`src/rtl/z80_bus_master.sv`:
```
// Z80 bus-cycle initiator: turns simple commands into M1 / MEM / IO cycles on the buffered
// Z80 bus, with WAIT_N stretching, refresh addressing and BUSRQ_N/BUSAK_N bus handoff.
module z80_bus_master #(
    parameter int WAIT_TIMEOUT = 16,
    parameter int REFRESH_BITS = 7
) (
    input  logic        B_PHI,
    input  logic        RST_N,
    input  logic        cmd_valid,
    output logic        cmd_ready,
    input  logic [2:0]  cmd_type,
    input  logic [15:0] cmd_addr,
    input  logic [7:0]  cmd_wdata,
    output logic        rsp_valid,
    output logic [7:0]  rsp_rdata,
    output logic        rsp_err,
    output logic [15:0] BA,
    output logic [7:0]  BD_O,
    output logic        BD_OE,
    input  logic [7:0]  BD_I,
    output logic        BMREQ_N,
    output logic        IORQ_N,
    output logic        BRD_N,
    output logic        N_BWR,
    output logic        BM1_N,
    output logic        BRFSH_N,
    output logic        BUS_OE,
    input  logic        WAIT_N,
    input  logic        BUSRQ_N,
    output logic        BUSAK_N
);

    localparam int WCW = $clog2(WAIT_TIMEOUT + 2);

    typedef enum logic [2:0] {
        ST_IDLE, ST_T1, ST_T2, ST_TW, ST_T3, ST_T4, ST_BREL
    } state_e;

    typedef enum logic [2:0] {
        CMD_M1   = 3'd0,
        CMD_MRD  = 3'd1,
        CMD_MWR  = 3'd2,
        CMD_IORD = 3'd3,
        CMD_IOWR = 3'd4
    } cmd_e;

    state_e                  state_q, state_d;
    cmd_e                    kind_q, kind_d;
    logic [15:0]             addr_q, addr_d;
    logic [7:0]              wdata_q, wdata_d;
    logic [7:0]              opcode_q, opcode_d;
    logic [WCW-1:0]          wait_cnt_q, wait_cnt_d;
    logic [REFRESH_BITS-1:0] rfsh_q, rfsh_d;

    logic        done, abort;
    logic [7:0]  done_rdata;
    logic        is_io_q;

    logic        cmd_ready_d, rsp_valid_d, rsp_err_d;
    logic [7:0]  rsp_rdata_d, bd_o_d;
    logic [15:0] ba_d;
    logic        bd_oe_d, mreq_n_d, iorq_n_d, rd_n_d, wr_n_d, m1_n_d, rfsh_n_d;
    logic        bus_oe_d, busak_n_d;

    assign is_io_q = (kind_q == CMD_IORD) || (kind_q == CMD_IOWR);

    // Sequencing: one pass per T-state.
    always_comb begin
        // NOTE: every variable gets a default first so no path through the case infers a latch.
        state_d    = state_q;
        kind_d     = kind_q;
        addr_d     = addr_q;
        wdata_d    = wdata_q;
        opcode_d   = opcode_q;
        wait_cnt_d = wait_cnt_q;
        rfsh_d     = rfsh_q;
        done       = 1'b0;
        abort      = 1'b0;
        done_rdata = 8'h00;
        case (state_q)
            ST_IDLE: begin
                // A bus request pre-empts the handshake; the command stays pending.
                if (!BUSRQ_N) begin
                    state_d = ST_BREL;
                end else if (cmd_valid) begin
                    if (cmd_type > 3'd4) begin
                        done  = 1'b1;
                        abort = 1'b1;
                    end else begin
                        state_d = ST_T1;
                        kind_d  = cmd_e'(cmd_type);
                        addr_d  = cmd_addr;
                        wdata_d = cmd_wdata;
                    end
                end
            end
            ST_T1: state_d = ST_T2;
            ST_T2: begin
                wait_cnt_d = WCW'(1);
                if (is_io_q || !WAIT_N) begin
                    state_d = ST_TW;
                end else begin
                    state_d  = ST_T3;
                    opcode_d = BD_I;
                end
            end
            ST_TW: begin
                if (WAIT_N) begin
                    state_d  = ST_T3;
                    opcode_d = BD_I;
                end else if (WAIT_TIMEOUT != 0 && wait_cnt_q >= WCW'(WAIT_TIMEOUT)) begin
                    state_d = ST_IDLE;
                    done    = 1'b1;
                    abort   = 1'b1;
                end else if (wait_cnt_q != '1) begin
                    wait_cnt_d = wait_cnt_q + WCW'(1);
                end
            end
            ST_T3: begin
                if (kind_q == CMD_M1) begin
                    state_d = ST_T4;
                end else begin
                    done = 1'b1;
                    if (kind_q == CMD_MRD || kind_q == CMD_IORD) done_rdata = BD_I;
                    state_d = BUSRQ_N ? ST_IDLE : ST_BREL;
                end
            end
            ST_T4: begin
                rfsh_d     = rfsh_q + REFRESH_BITS'(1);
                done       = 1'b1;
                done_rdata = opcode_q;
                state_d    = BUSRQ_N ? ST_IDLE : ST_BREL;
            end
            ST_BREL: if (BUSRQ_N) state_d = ST_IDLE;
            default: state_d = ST_IDLE;
        endcase
    end

    // Bus outputs are decoded from the next state so they register in step with it.
    always_comb begin
        ba_d        = '0;
        bd_o_d      = '0;
        bd_oe_d     = 1'b0;
        mreq_n_d    = 1'b1;
        iorq_n_d    = 1'b1;
        rd_n_d      = 1'b1;
        wr_n_d      = 1'b1;
        m1_n_d      = 1'b1;
        rfsh_n_d    = 1'b1;
        bus_oe_d    = 1'b1;
        busak_n_d   = 1'b1;
        cmd_ready_d = 1'b0;
        rsp_valid_d = done;
        rsp_err_d   = abort;
        rsp_rdata_d = done_rdata;
        case (state_d)
            ST_IDLE: cmd_ready_d = 1'b1;
            ST_BREL: begin
                busak_n_d = 1'b0;
                bus_oe_d  = 1'b0;
            end
            default: begin
                case (kind_d)
                    CMD_M1: begin
                        mreq_n_d = 1'b0;
                        if (state_d == ST_T3 || state_d == ST_T4) begin
                            rfsh_n_d                  = 1'b0;
                            ba_d[REFRESH_BITS-1:0]    = rfsh_q;
                        end else begin
                            ba_d   = addr_d;
                            m1_n_d = 1'b0;
                            rd_n_d = 1'b0;
                        end
                    end
                    CMD_MRD: begin
                        ba_d     = addr_d;
                        mreq_n_d = 1'b0;
                        rd_n_d   = 1'b0;
                    end
                    CMD_MWR: begin
                        ba_d     = addr_d;
                        mreq_n_d = 1'b0;
                        bd_oe_d  = 1'b1;
                        bd_o_d   = wdata_d;
                        wr_n_d   = (state_d == ST_T1);
                    end
                    CMD_IORD: begin
                        ba_d     = addr_d;
                        iorq_n_d = (state_d == ST_T1);
                        rd_n_d   = (state_d == ST_T1);
                    end
                    CMD_IOWR: begin
                        ba_d     = addr_d;
                        iorq_n_d = (state_d == ST_T1);
                        wr_n_d   = (state_d == ST_T1);
                        bd_oe_d  = 1'b1;
                        bd_o_d   = wdata_d;
                    end
                    default: ;
                endcase
            end
        endcase
    end

    // NOTE: state registers use non-blocking assignments so every flop samples pre-edge values.
    always_ff @(posedge B_PHI or negedge RST_N) begin
        if (!RST_N) begin
            state_q    <= ST_IDLE;
            kind_q     <= CMD_M1;
            addr_q     <= '0;
            wdata_q    <= '0;
            opcode_q   <= '0;
            wait_cnt_q <= '0;
            rfsh_q     <= '0;
            cmd_ready  <= 1'b1;
            rsp_valid  <= 1'b0;
            rsp_rdata  <= '0;
            rsp_err    <= 1'b0;
            BA         <= '0;
            BD_O       <= '0;
            BD_OE      <= 1'b0;
            BMREQ_N    <= 1'b1;
            IORQ_N     <= 1'b1;
            BRD_N      <= 1'b1;
            N_BWR      <= 1'b1;
            BM1_N      <= 1'b1;
            BRFSH_N    <= 1'b1;
            BUS_OE     <= 1'b1;
            BUSAK_N    <= 1'b1;
        end else begin
            state_q    <= state_d;
            kind_q     <= kind_d;
            addr_q     <= addr_d;
            wdata_q    <= wdata_d;
            opcode_q   <= opcode_d;
            wait_cnt_q <= wait_cnt_d;
            rfsh_q     <= rfsh_d;
            cmd_ready  <= cmd_ready_d;
            rsp_valid  <= rsp_valid_d;
            rsp_rdata  <= rsp_rdata_d;
            rsp_err    <= rsp_err_d;
            BA         <= ba_d;
            BD_O       <= bd_o_d;
            BD_OE      <= bd_oe_d;
            BMREQ_N    <= mreq_n_d;
            IORQ_N     <= iorq_n_d;
            BRD_N      <= rd_n_d;
            N_BWR      <= wr_n_d;
            BM1_N      <= m1_n_d;
            BRFSH_N    <= rfsh_n_d;
            BUS_OE     <= bus_oe_d;
            BUSAK_N    <= busak_n_d;
        end
    end

endmodule

```
`config.mk`:
```
export PLATFORM = sky130hd
export DESIGN_NAME = z80_bus_master
export DESIGN_NICKNAME = d
export VERILOG_FILES = /design/src/rtl/z80_bus_master.sv
export SDC_FILE = /design/constraint.sdc
export NUM_CORES = 1
export LEC_CHECK = 0
export ABC_AREA = 1
export BUFFER_PORTS_ARGS = -buffer_cell sky130_fd_sc_hd__buf_2
export CAP_MARGIN = 25
export CORE_MARGIN = 8
export CORE_UTILIZATION = 30
export DETAILED_ROUTE_END_ITERATION = 8
export PLACE_DENSITY = 0.53
export SYNTH_ARGS = -nofsm -noshare
export SYNTH_HDL_FRONTEND = slang
export SYNTH_SLANG_ARGS = --single-unit
export TNS_END_PERCENT = 10
```
`constraint.sdc`:
```
create_clock -name B_PHI -period 1.6 [get_ports B_PHI]
set_input_delay 0.16 -clock B_PHI [delete_from_list [all_inputs] [get_ports B_PHI]]
set_output_delay 0.16 -clock B_PHI [all_outputs]
set_load 0.05 [all_outputs]
```
Yosys cells after proc, flatten, opt, wreduce, memory -nomap -nowiden
Index checks and enable logic that the tools add are counted.
- bits in registers: 93
- input port bits: 40
- output and inout bits: 44
- logic and storage cells: 129
- equality and inequality tests: 23
- reductions and logical operators: 17
- mux-type cells: 64
- add/sub/neg operators: 2
- $lt $le $gt $ge: 2
- operators with widths (cell ; number):
    16-bit two-way mux ; 5
    8-bit two-way mux ; 10
    3-bit two-way mux ; 13
    16-bit case mux with 2 select lines ; 1
    8-bit case mux with 2 select lines ; 2
    3-bit equality test, second input constant ; 8
    1-bit two-way mux ; 23
    3-bit case mux with 7 select lines ; 1
    3-bit by 2-bit equality test with 1-bit output, second input constant ; 5
    5-bit two-way mux ; 3
    3-bit by 1-bit equality test with 1-bit output, second input constant ; 4
    3-bit logical NOT ; 4
    2-bit inequality test, second input constant ; 5
    5-bit case mux with 2 select lines ; 1
    9-bit two-way mux ; 1
    7-bit by 1-bit adder with 7-bit output, second input constant ; 1
    7-bit two-way mux ; 1
    2-bit OR reduction ; 3
    5-bit by 1-bit adder with 5-bit output, second input constant ; 1
    5-bit >= comparator, second input constant ; 1
    5-bit inequality test, second input constant ; 1
    1-bit logical OR ; 4
    1-bit case mux with 4 select lines ; 1
    4-bit AND reduction ; 1
    8 further kinds ; 8

Logic depth before layout (Yosys ltp)
Gate-level depths: netlist of the first run.
- word-level depth: 10
- depth in mapped cells: 13
- mapped depth without buffers: 12

Worst setup path after synthesis of the first run
Ideal clock, no wire load.
- kind: register to register
- from: register wait_cnt_q[0]
- to: register wait_cnt_q[3]
- path buffers: 0
- setup time: 88 ps
- arrival time: 1647 ps
- clock period less this slack: 1736 ps
- stages on the path, launching flop included: 11
- data required time: 1512 ps
- setup slack: -136 ps
- path through: dfrtp_1 -> ha_1 -> inv_1 -> nor3_1 -> ha_1 -> nor3_1 -> nor2_1 -> nor2_1 -> inv_1 -> o21ai_0 -> nor3b_1
- longest elaborated chain between the ends: 5
- elaborated cells between the ends (all ways): 10
- classes of those cells: 1 x add/sub; 1 x order compare; 3 x eq/ne; 4 x mux; 1 x reduce/logical
- ends and longest elaborated chain (element ; RTL line ; source):
    start, declared ; 52 ; logic [WCW-1:0] wait_cnt_q, wait_cnt_d;
    start signal, assigned ; 236 ; wait_cnt_q <= wait_cnt_d;
    5-bit by 1-bit adder with 5-bit output ; 116 ; wait_cnt_d = wait_cnt_q + WCW'(1);
    5-bit two-way mux ; 115 ; end else if (wait_cnt_q != '1) begin
    5-bit two-way mux ; 111 ; end else if (WAIT_TIMEOUT != 0 && wait_cnt_q >= WCW'(WAIT_TIMEOUT)) begin
    5-bit two-way mux ; 108 ; if (WAIT_N) begin
    5-bit case mux with 2 select lines ; 80 ; case (state_q)
Parallel ways exist; a longest one is shown, timed or not. The select of a mux whose other input is x is not followed.
A chain may end at the register's enable or synchronous reset.

Worst setup path in the final report of the first run
- from: register state_q[0]
- to: register BA[2]
- longest elaborated chain between the ends: 9
- elaborated cells between the ends (all ways): 31
- classes of those cells: 13 x eq/ne; 12 x mux; 6 x reduce/logical
- ends and longest elaborated chain (element ; RTL line ; source):
    start, declared ; 47 ; state_e state_q, state_d;
    start signal, assigned ; 231 ; state_q <= state_d;
    3-bit two-way mux ; 86 ; if (cmd_type > 3'd4) begin
    3-bit two-way mux ; 85 ; end else if (cmd_valid) begin
    3-bit two-way mux ; 83 ; if (!BUSRQ_N) begin
    3-bit case mux with 7 select lines ; 80 ;
    3-bit equality test ; 166 ; if (state_d == ST_T3 || state_d == ST_T4) begin
    1-bit logical OR ; 166 ;
    7-bit two-way mux ; 166 ;
    16-bit case mux with 2 select lines ; 163 ; case (kind_d)
    16-bit two-way mux * ; 156 ; case (state_d)
    via ba_d[2] ; 61 ; logic [15:0] ba_d;
    end signal, assigned ; 219 ; BA <= '0;
    end signal, assigned ; 242 ; BA <= ba_d;
    end, declared ; 17 ; output logic [15:0] BA,
Mark *: on every way through the listed nets, which the timed path passes. The rest lies on a longest branch.

==> flow_summary_export.csv, run 1 <==
group,metric,value,unit
placed_design,hpwlAfterDp,7190,µm
detailed_routing,first_pass_iters,4,
global_route,antenna_found_initial,0,
worst_setup_path,worst_r2r_startpoint,"state_q[0]",
synthesis,synth_enable_flop_cells,0,
worst_setup_path,crit_path_start_kind,"flip-flop",
power,switching_power,5.45,mW
timing,postLayoutSetupSlackWorst,-207,ps
worst_setup_path,worst-r2r-setup-slack,-210,ps
worst_setup_path,worstPathCellList,"buf_6 -> nand3_1 -> nand3_2 -> nor2_1 -> nor2_2 -> nor2_2 -> nand2_2 -> a21oi_4 -> clkbuf_16 -> a21oi_2",
detailed_routing,initialDrtViolationCount,142,
clock_tree,clock_buffers_created_by_tritoncts,9,
worst_setup_path,arrival,2040,ps
die,x_dimension_of_the_die,130,µm
final_layout,nets,610,
final_layout,antenna_cells,0,
synthesis,synth.top_cell.area_share,54.5,%
detailed_routing,drt.antenna.violating_nets,0,
clock_tree,tritoncts_num_sinks,93,
min_path,worstHoldEndpoint,"addr_q[9]",
power,clock_power_share,17.3,%
die,die-area,16900,µm²
timing,hold_violation_total_from_the_final_report,0,
global_route,gr-usage-all-layers,12.5,%
die,core,12700,µm²
min_path,worst_min_delay_path_startpoint,"cmd_addr[9]",
timing,fin_skew,10.6,ps
timing,worstMarginPinSlew,371,ps
power,max-vdd-ir-drop,0.000848,V
placed_design,gp_congestion,0.836,
worst_setup_path,cp_slowest_stage_delay,460,ps
detailed_routing,average_via_count_per_standard_cell,4.49,
worst_setup_path,criticalPathCategory,"reg -> reg",
timing,timing.final.crit_period,1810,ps
synthesis,yosys_warnings,0,
final_layout,utilization,45.2,%
clock_tree,clkLatencyLatePin,350,ps
clock_tree,ctsRootBufferMaster,"sky130_fd_sc_hd__clkbuf_16",
timing,unrepaired_setup_endpoints_after_global_routing,"yes",
synthesis,synthMostInstantiatedCell,"sky130_fd_sc_hd__nand2_1",
synthesis,synth.area.top_cells,"sky130_fd_sc_hd__dfrtp_1 55%, sky130_fd_sc_hd__nand2_1 8.7%, sky130_fd_sc_hd__nand3_1 7.2%",
worst_setup_path,worstReg2RegEnd,"BA[2]",
die,pin_count,84,
detailed_routing,drt_drc_violations_left,0,
detailed_routing,wl,10600,µm
global_route,number_of_global_route_vias_before_repair,3420,
synthesis,yosys.cell_types.count,33,
timing,finalHoldWorstSlack,32.1,ps
synthesis,synth_async_sr_flop_share,100,%
worst_setup_path,crit_path_max_fanout,8,
final_layout,post_route_cells_drive_above_1_share,45.4,%
detailed_routing,route.detailed.wl_per_inst,14.2,µm
clock_tree,max-clock-path-buffers,2,
power,pwr-share-seq,29.2,%
detailed_routing,via_count,3333,
worst_setup_path,critical-path-slowest-cell,"sky130_fd_sc_hd__dfrtp_2",
die,floorplan.initialDensity,30.8,%
synthesis,yosys_most_used_dff,"sky130_fd_sc_hd__dfrtp_1",
clock_tree,clkSlewWorstSetupHoldPaths,70,ps
die,fp.dieH,130,µm
timing,timing.setup.tns,-5100,ps
synthesis,synthesized_area_per_cell,9.43,µm²
die,rows,41,
outcome,status,"finished, violations left",
final_layout,syn2layout_area_growth,46.7,%
placed_design,preCtsSetupSlack,-205,ps
run,timing.max_cap.violations,0,
power,power.share.combinational,53.5,%
min_path,timing.hold.worst_path_depth,3,
timing,slew_headroom,75.3,%
global_route,first_pass_grt_wire_length,16600,µm
synthesis,synth-seq-area-share,59.9,%
global_route,overflow,0,
synthesis,synth_top_cells_by_count,"90 x sky130_fd_sc_hd__nand2_1, 85 x sky130_fd_sc_hd__dfrtp_1, 56 x sky130_fd_sc_hd__nand3_1",
synthesis,post_synth_inst_count,414,
global_route,grt_max_degree,30,
clock_tree,h-tree-depth,3,
synthesis,syn-cell-area,3900,µm²
power,switching_fraction_of_total_power,43.7,%
worst_setup_path,critical_path_end_type,"flip-flop",
placed_design,buffer_ports.inserted,83,
outcome,failed_checks,"negative setup slack",
clock_tree,tritoncts,"yes",
power,p_int,7.03,mW
power,power.density,2180,nW/µm²
timing,fmax,553,MHz
worst_setup_path,crit_top_cell,"sky130_fd_sc_hd__nor2_2",
timing,final_max_tran_viols,0,
timing,final.period_utilization,113,%
min_path,holdCritPathClass,"in -> reg",
timing,final-setup-viol-count,35,
worst_setup_path,critical_path_required,1830,ps
synthesis,synth_seq_cells,93,
worst_setup_path,reg2regPathDepth,10,
synthesis,synth_area_leader_cell,"sky130_fd_sc_hd__dfrtp_1",
synthesis,syn-num-nets,458,
power,p_leak,2.96,nW
cell usage in the layout, fill, tap and decap left out, types with 7 or more instances in the layout:
| cell | n |
|---|---|
| sky130_fd_sc_hd__buf_4 | 52 |
| sky130_fd_sc_hd__dfrtp_1 | 82 |
| sky130_fd_sc_hd__dfstp_2 | 8 |
| sky130_fd_sc_hd__clkbuf_16 | 12 |
| sky130_fd_sc_hd__inv_2 | 7 |
| sky130_fd_sc_hd__inv_1 | 38 |
| sky130_fd_sc_hd__nor2_1 | 22 |
| sky130_fd_sc_hd__nand3_2 | 9 |
| sky130_fd_sc_hd__buf_2 | 82 |
| sky130_fd_sc_hd__nand2_2 | 14 |
| sky130_fd_sc_hd__nor2_4 | 7 |
| sky130_fd_sc_hd__o21ai_1 | 8 |
| sky130_fd_sc_hd__nand3_1 | 45 |
| sky130_fd_sc_hd__nand2_1 | 79 |
| sky130_fd_sc_hd__buf_6 | 7 |
| sky130_fd_sc_hd__o21ai_0 | 14 |
| sky130_fd_sc_hd__nor2_2 | 10 |
kinds of logic (layout without fill, tap and decap cells):
kind of cell | Yosys count | count (layout) | share of synthesized area [%]
DFF | 93 | 93 | 59.9
and+or+nand+nor | 213 | 215 | 25.5
AOI/OAI and AO/OA | 36 | 36 | 5.00
buffers and inverters | 61 | 216 | 6.73
muxes | 1 | 1 | 0.289
adders and majority gates | 4 | 4 | 1.28
xor gates and xnor gates | 6 | 6 | 1.35
metrics by stage:
step           std cells  area [µm²]  power, mW
2_1_floorplan        414        3920       7.15
3_3_place_gp         707        4880       9.02
4_1_cts              732        5350       11.6
3_5_place_dp         707        4880       9.08
5_1_grt              743        5730       13.2
6_report             743        5730       12.5
timing repair:
| action | CTS | global route |
|---|---|---|
| pin swaps | 17 | 18 |
| endpoints found under the setup margin | 37 | 61 |
| setup buffers | 7 | 7 |
| gates resized for setup | 23 | 68 |
| gates cloned | 1 | 4 |
| endpoints found under the hold margin | 22 | 0 |
| hold buffers | 1 | 0 |
how the worst max path moves through the flow:
stage                     startpoint     end  slack, ps  depth (start not counted)
after floorplan           state_q[0]  BA[10]        -60                         10
after detailed placement  state_q[1]   BA[1]       -210                         10
after global placement    state_q[2]   BA[1]       -210                          8
final                     state_q[0]   BA[2]       -210                         10
after CTS                 state_q[0]   BA[2]       -160                         10
after global routing      state_q[0]  BA[12]       -310                         10
layer usage:
metal / GRT usage [%] / share of wire [%]
met1: 15.4 / 45
met2: 20.8 / 49
met3: 1.96 / 3.3
met4: 6.69 / 2.7
met5: 0 / 0
critical path, delay by kind of cell, from the launching register on:
family / cells / cell delay, ps
compound gates: 2 / 270
buf+inv: 2 / 330
simple gates: 6 / 650
flops: 1 / 460
final cells by class:
cell class,instances,area [µm²]
Clock buffer,11,243
Tap cell,172,215
Multi-Input combinational cell,262,1600
Timing Repair Buffer,151,1080
Fill cell,1233,6940
Clock inverter,5,58.8
Inverter,49,194
Sequential cell,93,2340
power by group through the flow:
stage | clock (mW) | combinational [mW] | sequential (mW)
4_1_cts | 2.21 | 5.77 | 3.62
3_5_place_dp | 0 | 5.42 | 3.66
3_3_place_gp | 0 | 5.38 | 3.64
5_1_grt | 2.30 | 7.21 | 3.73
2_1_floorplan | 0 | 2.19 | 4.96
6_report | 2.16 | 6.68 | 3.64
sequential cells by signal, summed over array words and instances (netlist names):
register / flops
N_BWR: 1
BRFSH_N: 1
rsp_valid: 1
cmd_ready: 1
BA: 16
rsp_err: 1
rsp_rdata: 8
IORQ_N: 1
BM1_N: 1
BD_OE: 1
opcode_q: 8
rfsh_q: 7
state_q: 3
addr_q: 16
wait_cnt_q: 5
wdata_q: 8
BD_O: 8
BMREQ_N: 1
kind_q: 3
BUSAK_N: 1
BRD_N: 1
(Power assumes the default switching activity.)
==> run 2: changes to the inputs <==
Settings changed: CAP_MARGIN 25 to 20, CORE_ASPECT_RATIO set to 2.
==> flow_summary_export.csv, run 2 (synthesis gave the netlist of run 1 again) <==
group,metric,value,unit
outcome,status,"finished, violations left",
outcome,failed_checks,"negative setup slack",
timing,fin_skew,9.64,ps
timing,fmax,576,MHz
clock_tree,tritoncts,"yes",
worst_setup_path,reg2regPathDepth,10,
placed_design,gp_congestion,0.799,
detailed_routing,route.detailed.wl_per_inst,14.1,µm
timing,slew_headroom,76.6,%
detailed_routing,average_via_count_per_standard_cell,4.49,
die,core,12800,µm²
global_route,gr-usage-all-layers,12.1,%
final_layout,layout_commonest_cell,"sky130_fd_sc_hd__nand2_1",
detailed_routing,first_pass_iters,5,
timing,unrepaired_setup_endpoints_after_global_routing,"yes",
die,fp.dieH,177,µm
global_route,grt_max_degree,50,
worst_setup_path,arrival,1960,ps
placed_design,buffer_ports.inserted,83,
detailed_routing,drt_drc_violations_left,0,
placed_design,preCtsSetupSlack,-197,ps
final_layout,top_library_cells_by_usage_in_the_layout_fill_and_taps_aside,"85 x sky130_fd_sc_hd__nand2_1, 82 x sky130_fd_sc_hd__dfrtp_1, 82 x sky130_fd_sc_hd__buf_2",
worst_setup_path,critical_path_end_type,"flip-flop",
power,power.density,2160,nW/µm²
timing,final_max_tran_viols,0,
clock_tree,clkLatencyLatePin,340,ps
min_path,worstHoldEndpoint,"addr_q[15]",
min_path,timing.hold.worst_path_depth,3,
worst_setup_path,crit_path_max_fanout,17,
power,max-vdd-ir-drop,0.00104,V
run,timing.max_cap.violations,0,
final_layout,post_route_cells_drive_above_1_share,41.2,%
worst_setup_path,worstReg2RegEnd,"BA[1]",
die,floorplan.initialDensity,30.4,%
timing,final.period_utilization,109,%
die,x_dimension_of_the_die,96.7,µm
final_layout,antenna_cells,0,
worst_setup_path,critical_path_required,1830,ps
global_route,number_of_global_route_vias_before_repair,3504,
final_layout,utilization,42.5,%
min_path,worst_min_delay_path_startpoint,"cmd_addr[15]",
worst_setup_path,crit_path_start_kind,"flip-flop",
detailed_routing,initialDrtViolationCount,88,
detailed_routing,wl,10100,µm
final_layout,syn2layout_area_growth,39.8,%
timing,final-setup-viol-count,31,
power,p_leak,2.88,nW
final_layout,nets,605,
timing,postLayoutSetupSlackWorst,-136,ps
detailed_routing,drt.antenna.violating_nets,0,
timing,timing.final.crit_period,1740,ps
worst_setup_path,worst-r2r-setup-slack,-140,ps
worst_setup_path,cp-startpoint,"state_q[0]",
worst_setup_path,worst_r2r_startpoint,"state_q[0]",
timing,finalHoldWorstSlack,29.6,ps
placed_design,hpwlAfterDp,6960,µm
clock_tree,clkSlewWorstSetupHoldPaths,70,ps
min_path,holdCritPathClass,"in -> reg",
worst_setup_path,criticalPathCategory,"reg -> reg",
clock_tree,tritoncts_num_sinks,93,
die,rows,59,
clock_tree,ctsRootBufferMaster,"sky130_fd_sc_hd__clkbuf_16",
final_layout,biggestRegsByFlops,"BA (16), addr_q (16)",
global_route,overflow,0,
detailed_routing,via_count,3224,
timing,worstMarginPinSlew,348,ps
clock_tree,max-clock-path-buffers,2,
timing,hold_violation_total_from_the_final_report,0,
global_route,antenna_found_initial,0,
die,die-area,17100,µm²
clock_tree,clock_buffers_created_by_tritoncts,9,
global_route,first_pass_grt_wire_length,17000,µm
clock_tree,h-tree-depth,3,
die,pin_count,84,
## run 2: how the worst max path moves through the flow
stage               slack, ps  cells past startpoint       to
floorplan                 -60                     10   BA[10]
global placement         -190                     11    BA[0]
detailed placement       -200                     11    BA[1]
CTS                      -120                     12  BD_O[3]
global route             -260                     11  BD_O[7]
finish                   -140                     10    BA[1]
## run 2: critical path, stage by stage (launching register included)
cell and delay [ps]:
sky130_fd_sc_hd__dfrtp_2 450, sky130_fd_sc_hd__nor2_4 140, sky130_fd_sc_hd__nand2_2 90, sky130_fd_sc_hd__nor2_4 140, sky130_fd_sc_hd__nand3b_1 140, sky130_fd_sc_hd__nand2_4 120
sky130_fd_sc_hd__buf_4 130, sky130_fd_sc_hd__nand4_4 100, sky130_fd_sc_hd__buf_12 170, sky130_fd_sc_hd__nand3_1 80, sky130_fd_sc_hd__a21oi_2 60
## run 2: layout make-up
type,count,area (µm²)
fillers,1304,7390
flip-flops and latches,93,2340
inverters,49,189
multi-input cells,262,1450
clock inverters,6,53.8
well taps,152,190
repair buffers,146,991
clock buffers,10,239
## run 2: per-stage QoR
step	instance area [µm²]	instances	total power, mW	TNS, ps
floorplan	3920	414	7.15	-831
global placement	4860	686	9.07	-4800
detailed placement	4860	686	9.11	-5120
CTS	5370	717	11.7	-2790
global route	5460	718	12.6	-8160
finish	5460	718	11.8	-2970
## run 2: power by group
part	switching (mW)	internal, mW	total [mW]	leakage [nW]
clock	0.969	1.12	2.09	0.142
sequential	0.347	3.28	3.63	1.19
combinational	3.90	2.18	6.08	1.55
## run 2: repair_timing
item / in CTS / in global routing
hold buffers: 1 / 0
hold endpoints to repair: 19 / 0
cloned: 2 / 1
pin swaps: 13 / 7
endpoints found under the setup margin: 48 / 60
resized for setup: 23 / 24
setup buffers: 12 / 0
## run 2: routing by layer
layer	track usage, %	vias to the layer above	routed length, µm
li1	-	1616	-
met1	14.4	1531	4550
met2	20.3	68	4980
met3	3.51	9	489
met4	4.33	0	133
met5	0	-	0
